==> src/rtl/rx_serial_7o1_if.sv <==
// Bus bundle for the 7O1 serial receiver: serial line and clear pulse in,
// received character, status flags and debug state code out.
interface rx_serial_7o1_if;
    logic       entrada_serial;
    logic       limpa;
    logic [6:0] dados_ascii;
    logic       pronto;
    logic       tem_dado;
    logic       erro_paridade;
    logic       erro_enquadramento;
    logic [3:0] db_estado;

    // Driver side (stimulus / host)
    modport master (
        output entrada_serial,
        output limpa,
        input  dados_ascii,
        input  pronto,
        input  tem_dado,
        input  erro_paridade,
        input  erro_enquadramento,
        input  db_estado
    );

    // Receiver side
    modport slave (
        input  entrada_serial,
        input  limpa,
        output dados_ascii,
        output pronto,
        output tem_dado,
        output erro_paridade,
        output erro_enquadramento,
        output db_estado
    );
endinterface

==> src/rtl/rx_serial_7o1.sv <==
// Asynchronous serial receiver, 7O1 framing: start, 7 data bits LSB first,
// odd parity, one stop bit. Samples each bit at its middle using a tick
// counter restarted on every sample point.
module rx_serial_7o1 #(
    parameter int unsigned DIVISOR = 434,
    parameter int unsigned HALF    = DIVISOR / 2
) (
    input  logic           clock,
    input  logic           reset,
    rx_serial_7o1_if.slave bus
);
    localparam int unsigned CW = (DIVISOR > 1) ? $clog2(DIVISOR) : 1;

    typedef enum logic [3:0] {
        INICIAL  = 4'd0,
        OCIOSO   = 4'd1,
        START    = 4'd2,
        DADOS    = 4'd3,
        PARIDADE = 4'd4,
        PARADA   = 4'd5,
        FINAL    = 4'd6
    } state_t;

    state_t        state;
    logic [1:0]    sync;
    logic          rx;
    logic [CW-1:0] tick;
    logic [2:0]    nbit;
    logic [6:0]    shift;
    logic          par_bit;
    logic [6:0]    dados_q;
    logic          pronto_q;
    logic          tem_q;
    logic          pe_q;
    logic          fe_q;
    logic          half_hit;
    logic          full_hit;

    assign rx       = sync[1];
    assign half_hit = (tick == CW'(HALF - 1));
    assign full_hit = (tick == CW'(DIVISOR - 1));

    assign bus.dados_ascii        = dados_q;
    assign bus.pronto             = pronto_q;
    assign bus.tem_dado           = tem_q;
    assign bus.erro_paridade      = pe_q;
    assign bus.erro_enquadramento = fe_q;
    assign bus.db_estado          = 4'(state);

    // Two-flop synchronizer; resets to the idle (high) line level.
    always_ff @(posedge clock) begin
        if (reset) begin
            sync <= 2'b11;
        end else begin
            sync <= {sync[0], bus.entrada_serial};
        end
    end

    // Receive FSM with tick counter, shift register and result registers.
    // Results are loaded on the edge entering FINAL so they are visible
    // (with pronto high) for exactly the FINAL cycle.
    always_ff @(posedge clock) begin
        if (reset) begin
            state    <= INICIAL;
            tick     <= '0;
            nbit     <= '0;
            shift    <= '0;
            par_bit  <= 1'b0;
            dados_q  <= '0;
            pronto_q <= 1'b0;
            tem_q    <= 1'b0;
            pe_q     <= 1'b0;
            fe_q     <= 1'b0;
        end else begin
            pronto_q <= 1'b0;
            tick     <= tick + CW'(1);
            // A clear during FINAL loses to the frame that just completed.
            if (bus.limpa && state != FINAL) begin
                tem_q <= 1'b0;
            end
            case (state)
                INICIAL: begin
                    if (rx) begin
                        state <= OCIOSO;
                    end
                end
                OCIOSO: begin
                    tick <= '0;
                    if (!rx) begin
                        state <= START;
                    end
                end
                START: begin
                    if (half_hit) begin
                        tick <= '0;
                        nbit <= '0;
                        state <= rx ? OCIOSO : DADOS;
                    end
                end
                DADOS: begin
                    if (full_hit) begin
                        tick  <= '0;
                        shift <= {rx, shift[6:1]};
                        nbit  <= nbit + 3'd1;
                        if (nbit == 3'd6) begin
                            state <= PARIDADE;
                        end
                    end
                end
                PARIDADE: begin
                    if (full_hit) begin
                        tick    <= '0;
                        par_bit <= rx;
                        state   <= PARADA;
                    end
                end
                PARADA: begin
                    if (full_hit) begin
                        tick     <= '0;
                        dados_q  <= shift;
                        pe_q     <= ~((^shift) ^ par_bit);
                        fe_q     <= ~rx;
                        tem_q    <= 1'b1;
                        pronto_q <= 1'b1;
                        state    <= FINAL;
                    end
                end
                FINAL: begin
                    state <= INICIAL;
                end
                default: begin
                    state <= INICIAL;
                end
            endcase
        end
    end
endmodule

==> src/flat_wrapper.sv <==
// flat-port wrapper written by rule: the top's interface ports become plain ports
module rx_serial_7o1_flat 
#(
    parameter int unsigned DIVISOR = 434,
    parameter int unsigned HALF    = DIVISOR / 2
)
  (clock, reset, bus_entrada_serial, bus_limpa, bus_dados_ascii, bus_pronto, bus_tem_dado, bus_erro_paridade, bus_erro_enquadramento, bus_db_estado);
  rx_serial_7o1_if bus_i ();
  input  logic clock;
  input  logic reset;
  input wire logic [$bits(bus_i.entrada_serial)-1:0] bus_entrada_serial;
  input wire logic [$bits(bus_i.limpa)-1:0] bus_limpa;
  output wire logic [$bits(bus_i.dados_ascii)-1:0] bus_dados_ascii;
  output wire logic [$bits(bus_i.pronto)-1:0] bus_pronto;
  output wire logic [$bits(bus_i.tem_dado)-1:0] bus_tem_dado;
  output wire logic [$bits(bus_i.erro_paridade)-1:0] bus_erro_paridade;
  output wire logic [$bits(bus_i.erro_enquadramento)-1:0] bus_erro_enquadramento;
  output wire logic [$bits(bus_i.db_estado)-1:0] bus_db_estado;
  assign bus_i.entrada_serial = bus_entrada_serial;
  assign bus_i.limpa = bus_limpa;
  assign bus_dados_ascii = bus_i.dados_ascii;
  assign bus_pronto = bus_i.pronto;
  assign bus_tem_dado = bus_i.tem_dado;
  assign bus_erro_paridade = bus_i.erro_paridade;
  assign bus_erro_enquadramento = bus_i.erro_enquadramento;
  assign bus_db_estado = bus_i.db_estado;
  rx_serial_7o1 #(.DIVISOR(DIVISOR), .HALF(HALF)) u_core (.clock(clock), .reset(reset), .bus(bus_i));
endmodule
==> config.mk <==
export PLATFORM = sky130hd
export DESIGN_NAME = rx_serial_7o1_flat
export DESIGN_NICKNAME = d
export VERILOG_FILES = /design/src/rtl/rx_serial_7o1_if.sv /design/src/rtl/rx_serial_7o1.sv /design/src/flat_wrapper.sv
export SDC_FILE = /design/constraint.sdc
export NUM_CORES = 1
export LEC_CHECK = 0
export CAP_MARGIN = 10
export CORE_AREA = 2 2 61 63
export DETAILED_ROUTE_END_ITERATION = 8
export DIE_AREA = 0 0 63 65
export PLACE_DENSITY = 0.73
export SYNTH_ARGS = -nofsm -noshare
export SYNTH_HDL_FRONTEND = slang
export SYNTH_SLANG_ARGS = --single-unit
==> constraint.sdc <==
create_clock -name clock -period 1.8 [get_ports clock]
set_input_delay 0.54 -clock clock [delete_from_list [all_inputs] [get_ports clock]]
set_output_delay 0.54 -clock clock [all_outputs]
set_load 0.02 [all_outputs]
==> results.rst <==
.. list-table::
   :header-rows: 1

   * - Metric
     - Value
   * - Worst r2r dst
     - u_core.bus.db_estado[0]$_SDFFE_PP0P_
   * - Total chip power
     - 1.93 mW
   * - Number of warnings reported in the yosys synthesis log
     - 0
   * - Worst-path cell with the longest stage delay
     - or3_4
   * - Register area share after synthesis
     - 0.438
   * - Data required, critical path
     - 2.07 ns
   * - Post-Synthesis Cells
     - 197
   * - Number of vias per cell
     - 5.16
   * - Diodes inserted
     - 0
   * - Initial Utilization
     - 0.471
   * - Maximum clock path buffer count
     - 2
   * - Post-route clock period utilization
     - 1.02
   * - PD cells
     - 935 nW/um^2
   * - VDD IR-drop max
     - 0.733 mV
   * - Final worst clock skew
     - 0.00394 ns
   * - Hold violation count in the final report
     - 0
   * - Antenna Nets Post-Route
     - 0
   * - Number of global-route vias before repair
     - 1327
   * - Global-route wire length before repair
     - 5.89 mm
   * - Synthesized flop and latch total
     - 36
   * - Data arrival time of the critical path
     - 2.10 ns
   * - Non-filler instance count after layout
     - 276
   * - Worst hold-check path type
     - reg -> reg
   * - H-tree levels
     - 2
   * - RSZ-0062 raised after global routing
     - true
   * - Final setup slack of the worst path
     - -0.0382 ns
   * - Delay of the slowest cell on the worst path
     - 0.40 ns
   * - # rows
     - 22
   * - R2r setup slk
     - -0.04 ns
   * - Critical Setup Path Class
     - reg -> reg
   * - Hold path endpoint
     - u_core.sync[1]$_SDFF_PP1_
   * - Clock tree from TritonCTS
     - built
   * - Die X-Extent
     - 63 microns
   * - Reg-to-reg critical path startpoint
     - u_core.tick[1]$_SDFF_PP0_
   * - Count of hold buffers inserted by post-cts repair
     - 0
   * - Routed wire length per instance
     - 12.7 microns
   * - Synthesized netlist net count
     - 206
   * - Later-pin clock latency in the skew report
     - 0.35 ns
   * - Critical Path Start Type
     - flop
   * - Detailed-placement wirelength estimate
     - 2.35 mm
   * - Combined area of all synthesized cells
     - 1650 sq um
   * - Core outline area
     - 3500 sq um
   * - Total gr overflow
     - 0
   * - Sum of buffers and inverters on the critical path
     - 1
   * - Die Ht
     - 65 microns
   * - Biggest fanout along the worst timing path
     - 5
   * - Most common library cell in the layout ignoring fill and taps
     - nand2_1
   * - Maximum number of pins on one net before global-route repair
     - 17
   * - Die Area
     - 4100 sq um
   * - R2R cell count
     - 7
   * - Setup-failing EPs final
     - 1
   * - Final net count
     - 236
   * - Final Critical Period
     - 1.84 ns
   * - Fraction of the core area covered by cells at the end of the flow
     - 0.590
   * - Max Clk Rate
     - 0.544 GHz
   * - Top-level port count
     - 19
   * - Maxcap violations
     - 0
   * - Gate family responsible for the most delay along the worst path
     - simple AND/OR/NAND/NOR gates
   * - Initial drt markers
     - 74
   * - Count of port buffers added during placement
     - 17
   * - Synth-to-Final Area Change
     - 25.2%
   * - Routed wire length
     - 3.49 mm
   * - Global-route total usage across every layer
     - 0.185
   * - Startpoint of the tightest hold check path
     - u_core.sync[0]$_SDFF_PP1_
   * - Number of different library cells in the post-synthesis netlist
     - 36
   * - DR vias
     - 1424
   * - Inserted Clock Buffers
     - 5
   * - Number of antenna violations at the first check in global routing
     - 0
   * - Max Transition Viols Final
     - 0
   * - Leakage
     - 0.797 nW
   * - DRC
     - 0
   * - Number of placed instances, taps included
     - 266
   * - Clock root buffer
     - clkbuf_4
   * - Synthesized area per cell
     - 8.36 sq um
   * - Share of final-layout standard cells stronger than drive strength 1
     - 0.184
   * - Violations in the final reports
     - setup timing
   * - Endpoint class of the critical path
     - flop
   * - Worst Hold Depth
     - 1
   * - Clock transition at the registers of the reported paths
     - 0.12 ns
   * - Highest-count cells in the layout ignoring fill and taps
     - 35 x nand2_1, 32 x dfxtp_1, 24 x a21oi_1
   * - Total clock sinks
     - 36
   * - Worst hold slack after final layout
     - 0.426 ns
   * - First-pass iteration count of the detailed router
     - 4
   * - Result of the run
     - finished, violations left
   * - GPL Wtd Cong
     - 0.867
   * - CP cell instances
     - inv_2 -> ha_4 -> and4bb_2 -> and2_4 -> o22ai_4 -> or3_4 -> a221oi_2
## state kept, by name, indices dropped and copies added (netlist names), 2 cells and up
signal,cells
u_core.nbit,3
u_core.sync,2
u_core.tick,9
u_core.bus.dados_ascii,7
u_core.bus.db_estado,3
u_core.shift,7
## final cells by class
type | instances | area, sq um
inverters | 7 | 26.3
well taps | 48 | 60.1
clock inverters | 3 | 42.5
clock buffers | 5 | 37.5
multi-input cells | 145 | 892
flip-flops and latches | 36 | 726
repair buffers | 32 | 278
fillers | 342 | 1430
## cells in the mapped netlist
master / n / share of area
mux2i_1: 3 / 0.018
inv_1: 7 / 0.016
and2_1: 1 / 0.0038
nor3_1: 3 / 0.0091
and4bb_2: 2 / 0.015
or3_1: 1 / 0.0038
dfxtp_1: 36 / 0.44
o211ai_2: 1 / 0.0076
buf_4: 2 / 0.0091
o21a_1: 1 / 0.0046
and3_1: 1 / 0.0038
nor3_2: 1 / 0.0061
or2_2: 3 / 0.011
clkbuf_1: 5 / 0.011
buf_2: 2 / 0.0061
and2_4: 1 / 0.0053
ha_1: 5 / 0.038
a221oi_2: 1 / 0.0091
nor4bb_1: 1 / 0.0061
xor2_1: 6 / 0.032
nand2b_1: 1 / 0.0038
a221oi_1: 1 / 0.0053
conb_1: 1 / 0.0023
nand2_1: 35 / 0.080
nor2b_1: 3 / 0.011
xnor2_1: 9 / 0.048
o21ai_2: 1 / 0.0053
nand3_1: 6 / 0.018
nor4_1: 2 / 0.0076
nor3b_1: 1 / 0.0046
and4b_1: 1 / 0.0061
nand4_1: 5 / 0.019
o21ai_0: 2 / 0.0061
nor2_1: 21 / 0.048
a21oi_1: 24 / 0.073
o22ai_2: 1 / 0.0076
## how the worst max path moves through the flow
stage                                          from                                     end  slack (ns)  depth (start not counted)
after CTS                 u_core.tick[1]$_SDFF_PP0_    u_core.bus.db_estado[0]$_SDFFE_PP0P_       -0.02                          7
final                     u_core.tick[1]$_SDFF_PP0_    u_core.bus.db_estado[0]$_SDFFE_PP0P_       -0.04                          7
after floorplan           u_core.tick[0]$_SDFF_PP0_    u_core.bus.db_estado[0]$_SDFFE_PP0P_        0.08                          6
after global routing      u_core.tick[1]$_SDFF_PP0_    u_core.bus.db_estado[0]$_SDFFE_PP0P_       -0.08                          7
after detailed placement  u_core.tick[1]$_SDFF_PP0_  u_core.bus.dados_ascii[3]$_SDFFE_PP0P_       -0.02                          7
after global placement    u_core.tick[1]$_SDFF_PP0_    u_core.bus.db_estado[0]$_SDFFE_PP0P_        0.05                          7
## metal layers
metal / vias up / global-route usage / share of wire
li1: 718 / - / -
met1: 669 / 0.204 / 0.44
met2: 32 / 0.330 / 0.49
met3: 5 / 0.0486 / 0.044
met4: 0 / 0.0917 / 0.020
met5: - / 0 / 0
## logic make-up after synthesis
family | synth area share
adder cells (fa/ha/maj) | 0.0380
AND/OR/NAND/NOR | 0.263
XOR/XNOR | 0.0798
AO/OA/AOI/OAI | 0.119
flip-flops | 0.438
multiplexers | 0.0182
buffers and inverters | 0.0426
other | 0.00228
## metrics by stage
stage | instance area (sq um) | setup TNS [ns] | setup WS (ns)
6_report | 2060 | -0.0382 | -0.0382
5_1_grt | 2060 | -0.0830 | -0.0830
4_1_cts | 2010 | -0.0228 | -0.0228
3_5_place_dp | 1940 | -0.0980 | -0.0238
3_3_place_gp | 1940 | 0 | 0.0542
2_1_floorplan | 1650 | 0 | 0.0838
## power breakdown
part           internal [mW]  switching (mW)
combinational          0.202           0.234
sequential             0.844          0.0646
clock                  0.289           0.293
total                   1.34           0.592
## worst reg2reg max path, delay by kind of cell, from the launching register on
family	cells	cell delay, ns
buffers and inverters	1	0.08
flip-flops	1	0.36
adder cells (fa/ha/maj)	1	0.13
AND/OR/NAND/NOR	3	0.89
AO/OA/AOI/OAI	2	0.32
## what timing repair did
action	in CTS	in global routing
endpoints found under the setup margin	23	12
pin swaps	1	3
gates resized for setup	17	8
setup buffers	0	2
Power figures use the tool's default switching activity.
